`src/rtl/hamming_encode_arbiter.sv`:
```
// Round-robin front end that time-shares one (7,4) Hamming encoder among NUM_REQ clients.
// One job at a time: accept, pulse the encoder, wait out its latency, return the codeword.
module hamming_encode_arbiter #(
  parameter int unsigned NUM_REQ     = 4,
  parameter int unsigned ID_W        = 2,
  parameter int unsigned ENC_LATENCY = 5
) (
  input  logic                 clk,
  input  logic                 rst_n,
  input  logic [NUM_REQ-1:0]   req_valid,
  input  logic [4*NUM_REQ-1:0] req_data,
  input  logic [NUM_REQ-1:0]   req_mode,
  output logic [NUM_REQ-1:0]   req_ready,
  output logic                 enc_enable,
  output logic [3:0]           enc_data_in,
  output logic                 enc_mode,
  input  logic [6:0]           enc_data_out,
  output logic                 rsp_valid,
  input  logic                 rsp_ready,
  output logic [6:0]           rsp_data,
  output logic [ID_W-1:0]      rsp_id,
  output logic                 busy
);

  localparam int unsigned SEL_W = (NUM_REQ > 1) ? $clog2(NUM_REQ) : 1;
  localparam int unsigned SUM_W = SEL_W + 1;
  localparam int unsigned CNT_W = (ENC_LATENCY > 1) ? $clog2(ENC_LATENCY) : 1;
  localparam logic [SEL_W-1:0] LAST_IDX = SEL_W'(NUM_REQ - 1);

  typedef enum logic [1:0] {S_IDLE, S_ISSUE, S_WAIT, S_RESP} state_e;

  state_e             state_q, state_d;
  logic [SEL_W-1:0]   rr_ptr_q, rr_ptr_d;
  logic [CNT_W-1:0]   cnt_q, cnt_d;
  logic [3:0]         data_q, data_d;
  logic               mode_q, mode_d;
  logic [SEL_W-1:0]   job_id_q, job_id_d;
  logic               enc_enable_q, enc_enable_d;
  logic               rsp_valid_q, rsp_valid_d;
  logic [6:0]         rsp_data_q, rsp_data_d;
  logic [ID_W-1:0]    rsp_id_q, rsp_id_d;
  logic               busy_q, busy_d;

  logic [NUM_REQ-1:0] valid_rot;
  logic [SEL_W-1:0]   grant_off;
  logic [SUM_W-1:0]   grant_sum;
  logic [SEL_W-1:0]   grant_idx;
  logic               grant_vld;
  logic [3:0]         nib [NUM_REQ];

  // Rotate so the pointer sits at bit 0, take the lowest set bit, rotate back.
  always_comb begin
    valid_rot = NUM_REQ'({req_valid, req_valid} >> rr_ptr_q);
    grant_off = '0;
    for (int unsigned k = NUM_REQ; k > 0; k--) begin
      if (valid_rot[SEL_W'(k - 1)]) grant_off = SEL_W'(k - 1);
    end
    grant_sum = {1'b0, rr_ptr_q} + {1'b0, grant_off};
    if (grant_sum >= SUM_W'(NUM_REQ)) grant_sum = grant_sum - SUM_W'(NUM_REQ);
    grant_idx = grant_sum[SEL_W-1:0];
    grant_vld = (state_q == S_IDLE) && (|req_valid);
  end

  for (genvar g = 0; g < NUM_REQ; g++) begin : g_req
    assign nib[g]       = req_data[4*g +: 4];
    assign req_ready[g] = grant_vld && (grant_idx == SEL_W'(g));
  end

  // Job sequencing: accept, one-cycle start pulse, latency wait, response handshake.
  always_comb begin
    state_d      = state_q;
    rr_ptr_d     = rr_ptr_q;
    cnt_d        = cnt_q;
    data_d       = data_q;
    mode_d       = mode_q;
    job_id_d     = job_id_q;
    enc_enable_d = 1'b0;
    rsp_valid_d  = rsp_valid_q;
    rsp_data_d   = rsp_data_q;
    rsp_id_d     = rsp_id_q;
    unique case (state_q)
      S_IDLE: begin
        if (grant_vld) begin
          data_d       = nib[grant_idx];
          mode_d       = req_mode[grant_idx];
          job_id_d     = grant_idx;
          enc_enable_d = 1'b1;
          state_d      = S_ISSUE;
        end
      end
      S_ISSUE: begin
        cnt_d   = CNT_W'(ENC_LATENCY - 1);
        state_d = S_WAIT;
      end
      S_WAIT: begin
        if (cnt_q == '0) begin
          rsp_data_d  = enc_data_out;
          rsp_id_d    = ID_W'(job_id_q);
          rsp_valid_d = 1'b1;
          state_d     = S_RESP;
        end else begin
          cnt_d = cnt_q - CNT_W'(1);
        end
      end
      S_RESP: begin
        if (rsp_ready) begin
          rsp_valid_d = 1'b0;
          rr_ptr_d    = (job_id_q == LAST_IDX) ? '0 : job_id_q + SEL_W'(1);
          state_d     = S_IDLE;
        end
      end
      default: state_d = S_IDLE;
    endcase
    busy_d = (state_d != S_IDLE);
  end

  always_ff @(posedge clk or negedge rst_n) begin
    if (!rst_n) begin
      state_q      <= S_IDLE;
      rr_ptr_q     <= '0;
      cnt_q        <= '0;
      data_q       <= '0;
      mode_q       <= 1'b0;
      job_id_q     <= '0;
      enc_enable_q <= 1'b0;
      rsp_valid_q  <= 1'b0;
      rsp_data_q   <= '0;
      rsp_id_q     <= '0;
      busy_q       <= 1'b0;
    end else begin
      state_q      <= state_d;
      rr_ptr_q     <= rr_ptr_d;
      cnt_q        <= cnt_d;
      data_q       <= data_d;
      mode_q       <= mode_d;
      job_id_q     <= job_id_d;
      enc_enable_q <= enc_enable_d;
      rsp_valid_q  <= rsp_valid_d;
      rsp_data_q   <= rsp_data_d;
      rsp_id_q     <= rsp_id_d;
      busy_q       <= busy_d;
    end
  end

  assign enc_enable  = enc_enable_q;
  assign enc_data_in = data_q;
  assign enc_mode    = mode_q;
  assign rsp_valid   = rsp_valid_q;
  assign rsp_data    = rsp_data_q;
  assign rsp_id      = rsp_id_q;
  assign busy        = busy_q;

endmodule

```
`config.mk`:
```
export PLATFORM = sky130hd
export DESIGN_NAME = hamming_encode_arbiter
export DESIGN_NICKNAME = d
export VERILOG_FILES = /design/src/rtl/hamming_encode_arbiter.sv
export SDC_FILE = /design/constraint.sdc
export NUM_CORES = 1
export LEC_CHECK = 0
export ABC_AREA = 1
export BUFFER_PORTS_ARGS = -buffer_cell sky130_fd_sc_hd__buf_2
export CAP_MARGIN = 20
export CORE_AREA = 2 2 64 66
export CTS_CLUSTER_SIZE = 25
export DETAILED_ROUTE_END_ITERATION = 12
export DIE_AREA = 0 0 66 68
export GPL_TIMING_DRIVEN = 0
export PLACE_DENSITY = 0.67
export SYNTH_ARGS = -nofsm -noshare
export SYNTH_HDL_FRONTEND = slang
export SYNTH_SLANG_ARGS = --single-unit
```
`constraint.sdc`:
```
create_clock -name clk -period 2.45 [get_ports clk]
set_input_delay 0 -clock clk [delete_from_list [all_inputs] [get_ports clk]]
set_output_delay 0 -clock clk [all_outputs]
set_load 0.02 [all_outputs]
```
=== Word-level counts from Yosys, hierarchy flattened ===
Cells that the tools add are included.

* Memories: 0
* Input bits: 34
* Bits in read-only memories: 0
* Word-level logic and storage cells: 69
* Bits in registers: 26
* Output and inout bits: 21
* Memory bits (writable): 0
* Bits in latches: 0

* Add/sub/neg operators: 4
* Shifts and indexed selects: 1
* Eq/ne operators: 10
* Reduce and logical (&&, ||, !) cells: 17
* Div/mod/pow operators: 0
* Multipliers: 0
* Bitwise logic cells: 1
* Mux-type cells: 22
* $lt $le $gt $ge: 3

{| class="wikitable"
|+ Operators with widths
! kind !! number
|-
| $mux 2 || 9
|-
| $eq 2x2->1 const B || 5
|-
| $bmux 4 s2 || 1
|-
| $mux 4 || 2
|-
| $pmux 2 s4 || 1
|-
| $reduce_and 2->1 || 4
|-
| $shr 8x2->4 || 1
|-
| $ge 3x3->1 const B || 2
|-
| $ne 2x2->1 const B || 3
|-
| $pmux 3 s2 || 1
|-
| $reduce_bool 2->1 || 3
|-
| $logic_and 1x1->1 || 5
|-
| $mux 1 || 5
|-
| $eq 2x1->1 const B || 2
|-
| $logic_not 2->1 || 2
|-
| $reduce_or 4->1 || 1
|-
| $add 2x2->3 || 1
|-
| $logic_not 3->1 || 1
|-
| $lt 2x3->1 const B || 1
|-
| $mux 3 || 1
|-
| $not 2->3 || 1
|-
| $reduce_and 3->1 || 1
|-
| $sub 3x1->3 const B || 1
|-
| $add 2x1->2 const B || 1
|-
| 3 further kinds || 3
|}

=== Depth between registers and ports, before layout ===
Gate-level depths: netlist (run 1).

* Depth in word-level cells: 12
* Depth in mapped cells: 13
* Mapped depth without buffers: 13

=== Worst setup path before layout (run 1) ===
No wires, ideal clock.

* Kind: register to register
* From: register rr_ptr_q[0]
* To: register data_q[0], in the netlist enc_data_in[0]
* Path slack: 0.518 ns
* Stages on the path, launching flop included: 14
* Setup time: 0.067 ns
* Arrival: 1.865 ns
* Data required time: 2.383 ns
* Path through: dfrtp_1 -> inv_2 -> nand2_1 -> nand3_1 -> nand2_1 -> nand3_1 -> a21boi_0 -> ha_1 -> inv_1 -> clkbuf_1 -> nand2_1 -> nand2_1 -> nand4_1 -> nand3_2

* Cells in the longest elaborated chain, start to end: 12
* Elaborated cells on any way between the ends: 13

{| class="wikitable"
|+ Ends and longest elaborated chain
! element !! RTL line !! source
|-
| start: declaration || 33 || <nowiki>logic [SEL_W-1:0] rr_ptr_q, rr_ptr_d;</nowiki>
|-
| start signal: assignment || 132 || <nowiki>rr_ptr_q <= rr_ptr_d;</nowiki>
|-
| $shr 8x2->4 || 53 || <nowiki>valid_rot = NUM_REQ'({req_valid, req_valid} >> rr_ptr_q);</nowiki>
|-
| $mux 2 (4 in a row) || 56 || <nowiki>if (valid_rot[SEL_W'(k - 1)]) grant_off = SEL_W'(k - 1);</nowiki>
|-
| $add 2x2->3 (*) || 58 || <nowiki>grant_sum = {1'b0, rr_ptr_q} + {1'b0, grant_off};</nowiki>
|-
| $ge 3x3->1 or $sub 2x1->2 (tied branches) || 59 || <nowiki>if (grant_sum >= SUM_W'(NUM_REQ)) grant_sum = grant_sum - SUM_W'(NUM_REQ);</nowiki>
|-
| $mux 2 (*) || 59 ||
|-
| net grant_sum[0] || 46 || <nowiki>logic [SUM_W-1:0] grant_sum;</nowiki>
|-
| $not 2->3 (implied by the code) (*) || 84 || <nowiki>data_d = nib[grant_idx];</nowiki>
|-
| $bmux 4 s2 (*) || 84 ||
|-
| $mux 4 (implied by the code) (*) (2 in a row) || 84 ||
|-
| end signal: assignment || 134 || <nowiki>data_q <= data_d;</nowiki>
|-
| end: declaration || 35 || <nowiki>logic [3:0] data_q, data_d;</nowiki>
|}

The timed path passes the listed nets; every way through them passes the cells marked *. The select of a mux whose other input is x is not followed.
A chain may end at the register's enable or synchronous reset.

=== Worst setup path after layout (run 1) ===
* From: register rr_ptr_q[1]
* To: output port req_ready[2]

* Cells in the longest elaborated chain, start to end: 10
* Elaborated cells on any way between the ends: 11

{| class="wikitable"
|+ Ends and longest elaborated chain
! element !! RTL line !! source
|-
| $shr 8x2->4 || 53 ||
|-
| $mux 2 (4 in a row) || 56 ||
|-
| $add 2x2->3 (*) || 58 ||
|-
| $ge 3x3->1 or $sub 2x1->2 (tied branches) || 59 ||
|-
| $mux 2 (*) || 59 ||
|-
| net grant_sum[0] || 46 ||
|-
| $eq 2x2->1 (*) || 66 || <nowiki>assign req_ready[g] = grant_vld && (grant_idx == SEL_W'(g));</nowiki>
|-
| $logic_and 1x1->1 (*) || 66 ||
|-
| end: declaration || 13 || <nowiki>output logic [NUM_REQ-1:0] req_ready,</nowiki>
|}

The timed path passes the listed nets; every way through them passes the cells marked *.

==> results of run 1 <==
## final timing paths
path | start | end | slack (ps) | cells past startpoint
worst min register to register | rsp_valid | rsp_valid | 480 | 2
max in group asynchronous | rst_n | rr_ptr_q[0] | 1780 | 2
worst max-delay path | rr_ptr_q[1] | req_ready[2] | 200 | 11
worst max register to register | rr_ptr_q[1] | enc_data_in[0] | 440 | 11
worst min-delay path | req_data[10] | enc_data_in[2] | 60 | 5
min in group asynchronous | rst_n | rsp_data[1] | 260 | 2
## final cells by class
cell class,count,area (um^2)
clock buffer,3,41.29
buffer,4,25.02
timing repair buffer,62,352.8
clock inverter,1,30.03
tap,50,62.56
multi-input combinational,132,777.0
inverter,20,76.32
fill,384,1838
sequential,26,653.1
## cell usage after synthesis (2+ instances only)
master and instances:
mux2_2 7, a21oi_1 2, nor2_1 9, inv_1 17, nand3_2 10, nand2_1 62
clkbuf_1 3, nand4_1 6, inv_2 2, nand2_4 2, nand3_1 15, o21ai_0 5
nand2_2 2, ha_1 4, dfrtp_1 26
## power by group through the flow
| stage | Sequential (mW) | Combinational [mW] | Clock, mW |
|---|---|---|---|
| after floorplan | 0.933 | 1.19 | 0 |
| after global placement | 0.768 | 1.77 | 0 |
| after detailed placement | 0.775 | 1.79 | 0 |
| after CTS | 0.769 | 1.80 | 0.364 |
| after global routing | 0.802 | 2.04 | 0.377 |
| final | 0.773 | 1.81 | 0.358 |
## tightest hold or removal path, stage by stage
cell	delay, ps
buf_2	80
nand2_1	40
nand2_1	60
nand3_2	70
nand3_2	50
## flip-flops by register name, indices dropped and copies added, names as in the netlist
register and flops:
rsp_data 7, enc_data_in 4, cnt_q 3, job_id_q 2, rr_ptr_q 2, rsp_id 2, state_q 2, busy 1
enc_enable 1, enc_mode 1, rsp_valid 1
## cells in the final DEF (no fill, tap or decap), types with 5 or more instances in the layout
cell type      Yosys  layout
dfrtp_1           26      24
o21ai_0            5       5
nand3_1           15      15
nand2_1           62      62
nand3_2           10      10
inv_1             17      17
buf_2              1      55
nand4_1            6       6
mux2_2             7       7
nor2_1             9       8
dlygate4sd3_1      0       8
## cell families (layout without fill, tap and decap cells)
logic type,Yosys count,after routing,share of synthesized area
adder cells (fa/ha/maj),4,4,0.03295
multiplexers,7,7,0.05190
XOR/XNOR,1,1,0.005767
flip-flops,26,26,0.4283
buffers and inverters,25,90,0.06836
AND/OR/NAND/NOR,110,110,0.3740
AO/OA/AOI/OAI,10,10,0.03872
## routing by layer
layer	global-route usage	up-vias	share of wire
met5	0	-	0
met4	0.05867	0	0.010
met3	0.02467	2	0.032
met2	0.2487	24	0.50
met1	0.1950	629	0.46
li1	-	722	-
## what timing repair did
item	CTS	global route
setup endpoints to repair	0	7
endpoints found under the hold margin	33	0
gates resized for setup	0	10
hold buffers	8	0
==> results.cfg, run 1 <==
[run_status]
status = completed

[sta]
setup-violations-final = 0
tightest_slew_ps = 570.8
slew_viol_final = 0
setup_total_negative_slack_ps = 0
max_freq_ghz = 0.4452
worst_slack_ps = 203.8
relSlewSlack = 0.6195
hold_violations = 0
clock_skew_ps = 2.436
fin_crit_sh = 0.9168
whs_ps = 58.75
min_period_ps = 2246

[clock_tree]
clock_latency_ps = 270
cts_setup_buffers = 0
htreeDepth = 1
clock_path_buffers = 2
cts_root_buf = clkbuf_8
cts_tree = yes
clkTransAtPathRegs_ps = 90
numCtsBuffers = 3
clock-sinks = 26

[setup_path]
start_kind = register
crit_buf_inv = 4
worstSetupPathType = reg -> out
crit_chain = inv_2 -> nand3_1 -> nand2_1 -> nand3_1 -> a21boi_1 -> ha_2 -> buf_2 -> nor2_2 -> inv_1 -> a21oi_1 -> buf_4
cp_slowest_cell = dfrtp_2
required_ps = 2450
crit_fanout = 10
crit_family = buffers and inverters
max_stage_delay_ps = 470
cp-end-kind = output port
worstPathArrival_ps = 2250
cp_common_cell = nand3_1

[synth]
synth_ff_type = dfrtp_1
synth-edff-count = 0
async_flop_share = 1.000
ys_seq_area_frac = 0.4283
ys_warn_count = 0
syn_nets = 221
synth_cell_types = 26
yosysTopAreaCellShare = 0.4283
yosysTopAreaCell = dfrtp_1
synth_area_leaders = dfrtp_1 43%, nand2_1 15%, nand3_2 6.6%
syn_area_per_cell_um2 = 8.300
synth_cells = 183
ys_ff_latch = 26
syn_area_um2 = 1519

[pwr]
switchingPower_mw = 1.431
p_leak_nw = 1.095
swShare = 0.4866
total_power_mw = 2.942
p_per_area_nw_per_um2 = 1458
clkPwrFrac = 0.122
power_frac_seq = 0.263
p_int_mw = 1.510
combPwrFrac = 0.616
vdd_ir_drop_max_v = 0.0008068

[routing]
drc = 0
drtIter0Drc = 39
wirelength_mm = 3.239
firstDrtPassIters = 4
vias_per_cell = 4.621
vias = 1377
wl_per_cell_um = 10.87
ant_nets = 0

[global_route]
grt.overflow.total = 0
grt_util_all_layers = 0.1492
grt_max_degree = 27
grt_pass1_wl_mm = 5.216
antenna_found_initial = 0
grt_pass1_vias = 1227

[finish]
final_cell_count_no_fill = 298
fin_area_um2 = 2018
drive_gt1_frac = 0.3831
finish.utilization = 0.5234
fin_nets = 287
n_antenna_cell = 0
area_growth_pct = 32.87

[placed_design]
io_buffer_count = 54
dpl_worst_slack_ps = 211.5
hpwl_mm = 2.410
routabilityCongestion = 0.7060
dp_cells = 287
place_area_um2 = 1852

[die]
die-area_um2 = 4488
io_pins = 55
core_um2 = 3856
start_util = 0.3939
num_rows = 23
die-height_um = 68
die_x_um = 66

[worst_hold_path]
min_path_type = in -> reg

[flow_run]
maxCapViolCount = 0
(Power assumes the default switching activity.)
==> inputs of run 2 (changes only) <==
--- a/config.mk
+++ b/config.mk
@@ -8,12 +8,12 @@
 export ABC_AREA = 1
 export BUFFER_PORTS_ARGS = -buffer_cell sky130_fd_sc_hd__buf_2
 export CAP_MARGIN = 20
-export CORE_AREA = 2 2 64 66
+export CORE_AREA = 2 2 89 48
 export CTS_CLUSTER_SIZE = 25
 export DETAILED_ROUTE_END_ITERATION = 12
-export DIE_AREA = 0 0 66 68
+export DIE_AREA = 0 0 91 50
 export GPL_TIMING_DRIVEN = 0
-export PLACE_DENSITY = 0.67
+export PLACE_DENSITY = 0.68
 export SYNTH_ARGS = -nofsm -noshare
 export SYNTH_HDL_FRONTEND = slang
 export SYNTH_SLANG_ARGS = --single-unit
==> run 2 against run 1 <==
Effect of this change: global-route usage is 0.94 points higher; largest cell class unchanged; final cell count increased by 2.0%; first-iteration DRC count up 110%; setup slack better by 10 ps; fmax grew 0.45%; sequential power rose by 1%; critical path type unchanged; total power shrank 1.7%; via count increased by 0.36%.
==> results.cfg, run 2 (same netlist as run 1, synthesis figures left out) <==
[clock_tree]
clock_latency_ps = 260
htreeDepth = 1
clkTransAtPathRegs_ps = 80
clock_path_buffers = 2
clock-sinks = 26
numCtsBuffers = 3
cts_root_buf = clkbuf_8
cts_tree = yes

[flow_run]
maxCapViolCount = 0

[setup_path]
crit_chain = buf_4 -> nand2_1 -> nand3_1 -> nand3_1 -> a21boi_1 -> ha_2 -> xnor2_2 -> inv_1 -> nand2_4 -> nand2_8 -> nor3_2 -> buf_2
cp_slowest_cell = dfrtp_2
required_ps = 2450
worstSetupPathType = reg -> out
r2r_cells = 11
cp.depth = 12
cp-end-kind = output port
crit_fanout = 8
start_kind = register
cp_common_cell = nand3_1
max_stage_delay_ps = 460
crit_buf_inv = 3
crit_family = simple AND/OR/NAND/NOR gates
worstPathArrival_ps = 2240

[finish]
final_common_cell = nand2_1
final_cell_count_no_fill = 304
fin_area_um2 = 2019
mostFrequentLayoutCells = 62 x nand2_1, 56 x buf_2, 24 x dfrtp_1
nFillCells = 392
finish.utilization = 0.5366
n_antenna_cell = 0
area_growth_pct = 32.95
drive_gt1_frac = 0.3880
largest_reg_flops = 7
fin_nets = 289

[sta]
slew_viol_final = 0
max_freq_ghz = 0.4472
clock_skew_ps = 1.487
min_period_ps = 2236
fin_crit_sh = 0.9127
setup-violations-final = 0
tightest_slew_ps = 591.1
setup_total_negative_slack_ps = 0
hold_violations = 0
relSlewSlack = 0.6059

[worst_hold_path]
min_path_cells = 5
min_path_type = in -> reg

[routing]
vias_per_cell = 4.546
drc = 0
vias = 1382
ant_nets = 0
wl_per_cell_um = 11.04
drtIter0Drc = 82
wirelength_mm = 3.356
firstDrtPassIters = 4

[die]
core_um2 = 3764
start_util = 0.4036
die_x_um = 91
io_pins = 55
die-height_um = 50
num_rows = 16
die-area_um2 = 4550

[placed_design]
routabilityCongestion = 0.8084
place_area_um2 = 1857
hpwl_mm = 2.511
io_buffer_count = 54
dp_cells = 291

[global_route]
antenna_found_initial = 0
grt_max_degree = 27
grt_pass1_vias = 1242
grt.overflow.total = 0
grt_pass1_wl_mm = 5.782
grt_util_all_layers = 0.1586

[pwr]
p_leak_nw = 1.098
p_per_area_nw_per_um2 = 1432
total_power_mw = 2.891
vdd_ir_drop_max_v = 0.0006557

[run_status]
status = completed
==> run 2: cell type report <==
cell class / instances / area, um^2 / share of cell area
timing repair buffer: 64 / 365.4 / 0.1809
buffer: 4 / 25.02 / 0.01239
multi-input combinational: 132 / 777.0 / 0.3848
tap: 54 / 67.56 / 0.03346
inverter: 20 / 76.32 / 0.03779
clock buffer: 4 / 55.05 / 0.02726
sequential: 26 / 653.1 / 0.3234
==> run 2: worst paths after layout <==
| kind | start | endpoint | slack [ps] |
|---|---|---|---|
| worst max-delay path | rr_ptr_q[0] | req_ready[1] | 210 |
| worst min-delay path | req_data[9] | enc_data_in[1] | 60 |
| worst max register to register | rr_ptr_q[1] | enc_data_in[2] | 430 |
| worst min register to register | rsp_valid | rsp_valid | 480 |
| max in group asynchronous | rst_n | rr_ptr_q[1] | 1750 |
| min in group asynchronous | rst_n | enc_enable | 270 |
==> run 2: where the power goes <==
group          leakage, nW  switching (mW)  internal (mW)
clock               0.0288           0.126          0.143
combinational        0.758            1.18          0.655
sequential           0.312           0.139          0.646
==> run 2: timing repair <==
| item | CTS | global route |
|---|---|---|
| endpoints found under the setup margin | 0 | 9 |
| hold buffers | 8 | 0 |
| hold endpoints to repair | 33 | 0 |
| resized for setup | 0 | 9 |
| buffers inserted | 0 | 2 |
==> run 2: stage by stage <==
step	hold slack [ps]	setup WS, ps
3_3_place_gp	26.09	165.3
4_1_cts	65.14	10.57
3_5_place_dp	22.15	138.7
5_1_grt	94.58	-2.781
2_1_floorplan	-295.6	518.3
6_report	62.52	213.9
==> run 2: worst min-delay path, delay by kind of cell <==
kind,cells,cell delay [ps]
buffers and inverters,1,70
AND/OR/NAND/NOR,4,220
==> run 2: metal layers <==
layer | share of wire | vias up | global-route usage
met5 | 0 | - | 0
met3 | 0.072 | 0 | 0.04434
met4 | 0 | 0 | 0.007576
met1 | 0.54 | 609 | 0.2570
li1 | - | 727 | -
met2 | 0.39 | 46 | 0.2148
